<file path="src/rtl/alu_share_arb.sv">
`default_nettype none
// ============================================================================
// Module      : alu_share_arb
// Description : Shares one combinational ALU between two requesters. Each
//               cycle at most one request is granted and loaded into an issue
//               register that drives the ALU. The ALU output is captured in a
//               result register that is returned under valid/ready.
//               Two-stage pipeline, grant-to-result latency of 2 cycles,
//               full throughput of 1 op/cycle.
// Ports       : clk, rst             - clock, synchronous active-high reset
//               req0/1, aluc0/1,
//               opa0/1, opb0/1       - requester op and operands
//               gnt0/1               - combinational grant, one-hot or zero
//               alu_a/b/c            - ALU operands/op, from issue register
//               alu_out, alu_carry   - ALU result and adder carry
//               res_valid/ready      - result handshake
//               res_id, res,
//               res_carry, res_err   - result payload
// Config      : `define ALU_ARB_RR_EN for round-robin arbitration; when
//               undefined requester 0 always wins and no pointer is built.
// Revision    : 1.0 - initial release
// ============================================================================
module alu_share_arb #(
    parameter int DATA_WIDTH = 32,
    parameter int CTRL_WIDTH = 4
) (
    input  logic                  clk,
    input  logic                  rst,
    input  logic                  req0,
    input  logic                  req1,
    input  logic [CTRL_WIDTH-1:0] aluc0,
    input  logic [CTRL_WIDTH-1:0] aluc1,
    input  logic [DATA_WIDTH-1:0] opa0,
    input  logic [DATA_WIDTH-1:0] opb0,
    input  logic [DATA_WIDTH-1:0] opa1,
    input  logic [DATA_WIDTH-1:0] opb1,
    output logic                  gnt0,
    output logic                  gnt1,
    output logic [DATA_WIDTH-1:0] alu_a,
    output logic [DATA_WIDTH-1:0] alu_b,
    output logic [CTRL_WIDTH-1:0] alu_c,
    input  logic [DATA_WIDTH-1:0] alu_out,
    input  logic                  alu_carry,
    output logic                  res_valid,
    input  logic                  res_ready,
    output logic                  res_id,
    output logic [DATA_WIDTH-1:0] res,
    output logic                  res_carry,
    output logic                  res_err
);

    localparam logic [CTRL_WIDTH-1:0] c_ALUC_ILLEGAL = CTRL_WIDTH'(4'b1011);

    // Issue stage
    logic                  r_iss_valid;
    logic                  r_iss_id;
    logic [CTRL_WIDTH-1:0] r_iss_c;
    logic [DATA_WIDTH-1:0] r_iss_a;
    logic [DATA_WIDTH-1:0] r_iss_b;

    // Result stage
    logic                  r_res_valid;
    logic                  r_res_id;
    logic [DATA_WIDTH-1:0] r_res;
    logic                  r_res_carry;
    logic                  r_res_err;

    logic w_adv1;
    logic w_adv2;
    logic w_grant_en;
    logic w_pick1;
    logic w_gnt;
    logic w_illegal;
    logic w_is_add;

    // The result stage may move when it is empty or being consumed; the issue
    // stage may move when it is empty or its contents can move on.
    assign w_adv2     = !r_res_valid || res_ready;
    assign w_adv1     = !r_iss_valid || w_adv2;
    assign w_grant_en = w_adv1 && !rst;

`ifdef ALU_ARB_RR_EN
    // r_ptr = 1 means requester 1 wins the next conflict.
    logic r_ptr;

    assign w_pick1 = req1 && (!req0 || r_ptr);

    always_ff @(posedge clk) begin
        if (rst) begin
            r_ptr <= 1'b0;
        end else if (w_gnt) begin
            // Hand priority to the requester that was not just served.
            r_ptr <= gnt0;
        end
    end
`else
    assign w_pick1 = req1 && !req0;
`endif

    assign gnt1  = w_grant_en && w_pick1;
    assign gnt0  = w_grant_en && req0 && !w_pick1;
    assign w_gnt = gnt0 || gnt1;

    assign w_illegal = (r_iss_c == c_ALUC_ILLEGAL);
    // Only the ADD encodings (x000) carry a meaningful adder carry out.
    assign w_is_add  = (r_iss_c[2:0] == 3'b000);

    always_ff @(posedge clk) begin
        if (rst) begin
            r_iss_valid <= 1'b0;
            r_iss_id    <= 1'b0;
            r_iss_c     <= '0;
            r_iss_a     <= '0;
            r_iss_b     <= '0;
            r_res_valid <= 1'b0;
            r_res_id    <= 1'b0;
            r_res       <= '0;
            r_res_carry <= 1'b0;
            r_res_err   <= 1'b0;
        end else begin
            if (w_gnt) begin
                r_iss_valid <= 1'b1;
                r_iss_id    <= gnt1;
                r_iss_c     <= gnt1 ? aluc1 : aluc0;
                r_iss_a     <= gnt1 ? opa1  : opa0;
                r_iss_b     <= gnt1 ? opb1  : opb0;
            end else if (w_adv2) begin
                // Operands are kept so the ALU inputs do not toggle on bubbles.
                r_iss_valid <= 1'b0;
            end

            if (w_adv2) begin
                r_res_valid <= r_iss_valid;
                r_res_id    <= r_iss_id;
                r_res_err   <= w_illegal;
                r_res       <= w_illegal ? '0 : alu_out;
                r_res_carry <= !w_illegal && w_is_add && alu_carry;
            end
        end
    end

    assign alu_a     = r_iss_a;
    assign alu_b     = r_iss_b;
    assign alu_c     = r_iss_c;
    assign res_valid = r_res_valid;
    assign res_id    = r_res_id;
    assign res       = r_res;
    assign res_carry = r_res_carry;
    assign res_err   = r_res_err;

endmodule
`default_nettype wire
</file>
<file path="config.mk">
export PLATFORM = sky130hd
export DESIGN_NAME = alu_share_arb
export DESIGN_NICKNAME = d
export VERILOG_FILES = /design/src/rtl/alu_share_arb.sv
export SDC_FILE = /design/constraint.sdc
export NUM_CORES = 1
export LEC_CHECK = 0
export CORE_AREA = 2 2 110 112
export CTS_CLUSTER_DIAMETER = 150
export DETAILED_ROUTE_END_ITERATION = 10
export DIE_AREA = 0 0 112 114
export DONT_BUFFER_PORTS = 1
export PLACE_DENSITY = 0.54
export SLEW_MARGIN = 0
export SYNTH_ARGS = -nofsm -noshare
export SYNTH_HDL_FRONTEND = slang
export SYNTH_SLANG_ARGS = --single-unit
</file>
<file path="constraint.sdc">
create_clock -name clk -period 1.3 [get_ports clk]
set_input_delay 0.195 -clock clk [delete_from_list [all_inputs] [get_ports clk]]
set_output_delay 0.195 -clock clk [all_outputs]
set_load 0.01 [all_outputs]
</file>
==> summary.md <==
| Metric | Value |
|---|---|
| Clock Power Share | between 30% and 40% |
| Pin count of the biggest net entering global routing | between 70 and 80 |
| Skew final | between 8 and 9 ps |
| DIE WIDTH | 112 um |
| Max incr delay on CP | between 300 and 400 ps |
| CTS Buf Count | 9 |
| Internal cell power | around 5.5 mW |
| Sequential share of power | between 40 and 50% |
| Crit-path cells | buf_6 -> nand3b_1 -> buf_6 -> o211ai_4 -> buf_12 -> a221oi_2 |
| Slew Limit Fails | 0 |
| Period utilization | 112% |
| Layout cells sized above 1 | ~27% |
| Crit. End Element | register |
| FF+latch count, synth | around 110 |
| Worst hold-check path type | primary input to register |
| Synthesis Warnings | 0 |
| Met3 wire len | 925 um |
| Die Span Y | 114 um |
| Vias | roughly 3,600 |
| Clk root buf | clkbuf_16 |
| Commonest cells after routing, fill and taps aside | dfxtp_1, inv_1, o22ai_1 |
| Max VDD drop | between 0.8 and 0.9 mV |
| Final setup fails | 71 |
| Slowest CP cell | dfxtp_2 |
| Row cnt | 40 |
| Comb pwr share | 11.8% |
| TritonCTS clock tree | done |
| Setup TNS Final | -7300 ps |
| Post-route ant nets | 0 |
| Highest metal used | met4 |
| Crit path buf inv count | 3 |
| FF-to-FF path depth | 6 |
| Leading cell type in the layout, fill and taps excluded | dfxtp_1 |
| Lkg Pwr | 1.97 nW |
| Synthesis-to-finish area growth | 34.0% |
| CP max FO | 26 |
| Clock net sink count | between 100 and 150 |
| Max_slew headroom | 74.9% |
| Core Area | about 0.012 mm2 |
| Fin worst setup slack | -156 ps |
| Starting density of the core | roughly a third |
| Post-Syn Nets | 587 |
| Fillers | around 1,100 |
| R2R Setup Slk | -160 ps |
| GP Congestion | 0.733 |
| WHS Path Cells | 1 |
| Bufs on Longest Clock Path | 2 |
| Top delay family on crit path | buffers and inverters |
| I/O Pins | 280 |
| Most used cell, CP | buf_6 |
| Worst Hold End | alu_a[6]$_SDFFE_PP0P_ |
| Crit path kind | register to register |
| Net Sw Frac | 26.8% |
| Worst skew pair latency | around 350 ps |
| DP Area | 0.00436 mm2 |
| Met2 wire length | 6.54 mm |
| Tmin final | approximately 1500 ps |
| Gr ovfl total | 0 |
| Ant. Diodes | 0 |
| Fin nets | roughly 620 |
| Gr usage total | 18.5% |
| Crit path launch type | register |
| Mapped Area | around 0.004 mm2 |
| Max_cap viols | 0 |
| Antenna violations before repair | 0 |
| Port Buf Inserts | 0 |
| Cells after Synth | roughly 410 |
| Net Switching | 2.00 mW |
| Pwr dens | ~1400 mW/mm2 |
| R2r startpoint | res_valid$_SDFFE_PP0P_ |
| Design area | between 0.005 and 0.006 mm2 |
| H-Tree Depth | 3 |
| Post-route DRC | 0 |
| DIE AREA | between 0.01 and 0.015 mm2 |
| Netlist cell types | 25 |
| Wl on met1 | 4.93 mm |
| Post-synthesis average cell area | around 10 um2 |
| Worst R2R End | alu_c[1]$_SDFFE_PP0P_ |
| Vias in the first global route | around 3,400 |
| Initial DRC Count | 209 |
| RSZ-0062 raised after global routing | true |
| Outcome | complete, but fails checks |
| Hold Fails Final Rpt | 33 |
| Vias per Instance | between 5 and 6 |
| DR WL/cell | 21.0 um |
| Clock-pin slew on the worst setup and hold paths | about 70 ps |
| Hold path startpoint | rst |
| Worst-margin pin slew | between 300 and 400 ps |
| CP required | 1560 ps |
| Final Util | between 40% and 50% |
| WP data arrival | 1720 ps |
| First-pass GRT wire length | ~18 mm |
| Fmax | 687 MHz |
| Hpwl dp | slightly above 8 mm |
| WL final | 12.7 mm |
| Worst hold margin | -87.1 ps |
| Sequential share of the synthesized area | between 50% and 60% |
| 1st-pass router iterations | 4 |
| Failing checks | negative hold slack, negative setup slack |
==> area by class of cell <==
class / instances / area [um2] / area share, %
clock buffers: 9 / 225 / 4.08
clock inverters: 7 / 82.6 / 1.50
inverters: 70 / 263 / 4.76
multi-input cells: 195 / 1900 / 34.4
flip-flops and latches: 106 / 2120 / 38.5
well taps: 147 / 184 / 3.33
repair buffers: 68 / 739 / 13.4
==> synth_stat cells (all sizes together) <==
cell type  number  area, um2
o22ai          68        425
a221oi         68        658
nand3b          1       7.51
a21oi           3       15.0
a211oi          1       7.51
buf            16        109
nor2            8       30.0
nor3            1       10.0
nor4b           1       8.76
clkbuf         28        105
a22o           32        280
clkinv          1       3.75
dfxtp         106       2120
mux2i           1       10.0
and4b           1       10.0
nand2b          2       12.5
nand2           3       11.3
o211ai          1       21.3
nor2b           1       6.26
o21ai           1       5.00
inv            69        259
==> worst register-to-register path: cells and delay by family (launching register included) <==
kind / cells / cell delay [ps]
flops: 1 / 330
compound gates: 2 / 440
buf+inv: 3 / 460
simple gates: 1 / 130
==> flip-flops by register name (all words and copies together), names as in the netlist <==
register     count
alu_a           32
alu_b           32
alu_c            4
r_iss_id         1
r_iss_valid      1
res             32
res_carry        1
res_err          1
res_id           1
res_valid        1
==> routing by layer <==
metal / global-route usage, % / up-vias
li1: - / 1650
met1: 20.4 / 1744
met2: 33.1 / 165
met3: 5.90 / 21
met4: 7.72 / 0
met5: 0 / -
==> cell families after synthesis <==
| family | after synthesis | synth area share [%] |
|---|---|---|
| AO/OA/AOI/OAI | 174 | 34.3 |
| buffers and inverters | 114 | 11.6 |
| flip-flops | 106 | 51.5 |
| multiplexers | 1 | 0.243 |
| AND/OR/NAND/NOR | 18 | 2.34 |
==> metrics by stage <==
stage	std cells	setup slack [ps]	power (mW)
finish	602	-156	7.45
global placement	541	-412	4.41
detailed placement	541	-534	4.44
floorplan	413	-16.2	4.26
global route	602	-266	7.73
CTS	599	-174	7.47
==> power by group through the flow <==
stage                     combinational, mW  clock, mW  sequential (mW)
after floorplan                       0.512          0             3.75
after global placement                0.617          0             3.79
after detailed placement              0.642          0             3.80
after CTS                             0.847       2.90             3.72
after global routing                  0.962       3.03             3.74
final                                 0.879       2.85             3.72
==> how the worst max path moves through the flow <==
stage | to | cells after the start | slack, ps | from
floorplan | res[10]$_SDFFE_PP0P_ | 4 | -20 | alu_c[2]$_SDFFE_PP0P_
global placement | res[2]$_SDFFE_PP0P_ | 3 | -410 | alu_c[2]$_SDFFE_PP0P_
detailed placement | res[11]$_SDFFE_PP0P_ | 3 | -530 | alu_c[2]$_SDFFE_PP0P_
CTS | alu_b[17]$_SDFFE_PP0P_ | 6 | -170 | res_valid$_SDFFE_PP0P_
global route | alu_c[2]$_SDFFE_PP0P_ | 6 | -270 | res_valid$_SDFFE_PP0P_
finish | alu_c[1]$_SDFFE_PP0P_ | 6 | -160 | res_valid$_SDFFE_PP0P_
==> repair_timing <==
action | in CTS | in global routing
gates resized for setup | 59 | 13
hold endpoints to repair | 105 | 73
cloned | 2 | 0
setup buffers | 8 | 2
hold buffers | 32 | 1
endpoints found under the setup margin | 104 | 104
pin swaps | 13 | 5
Note: power is estimated with default switching activity, not from simulation.
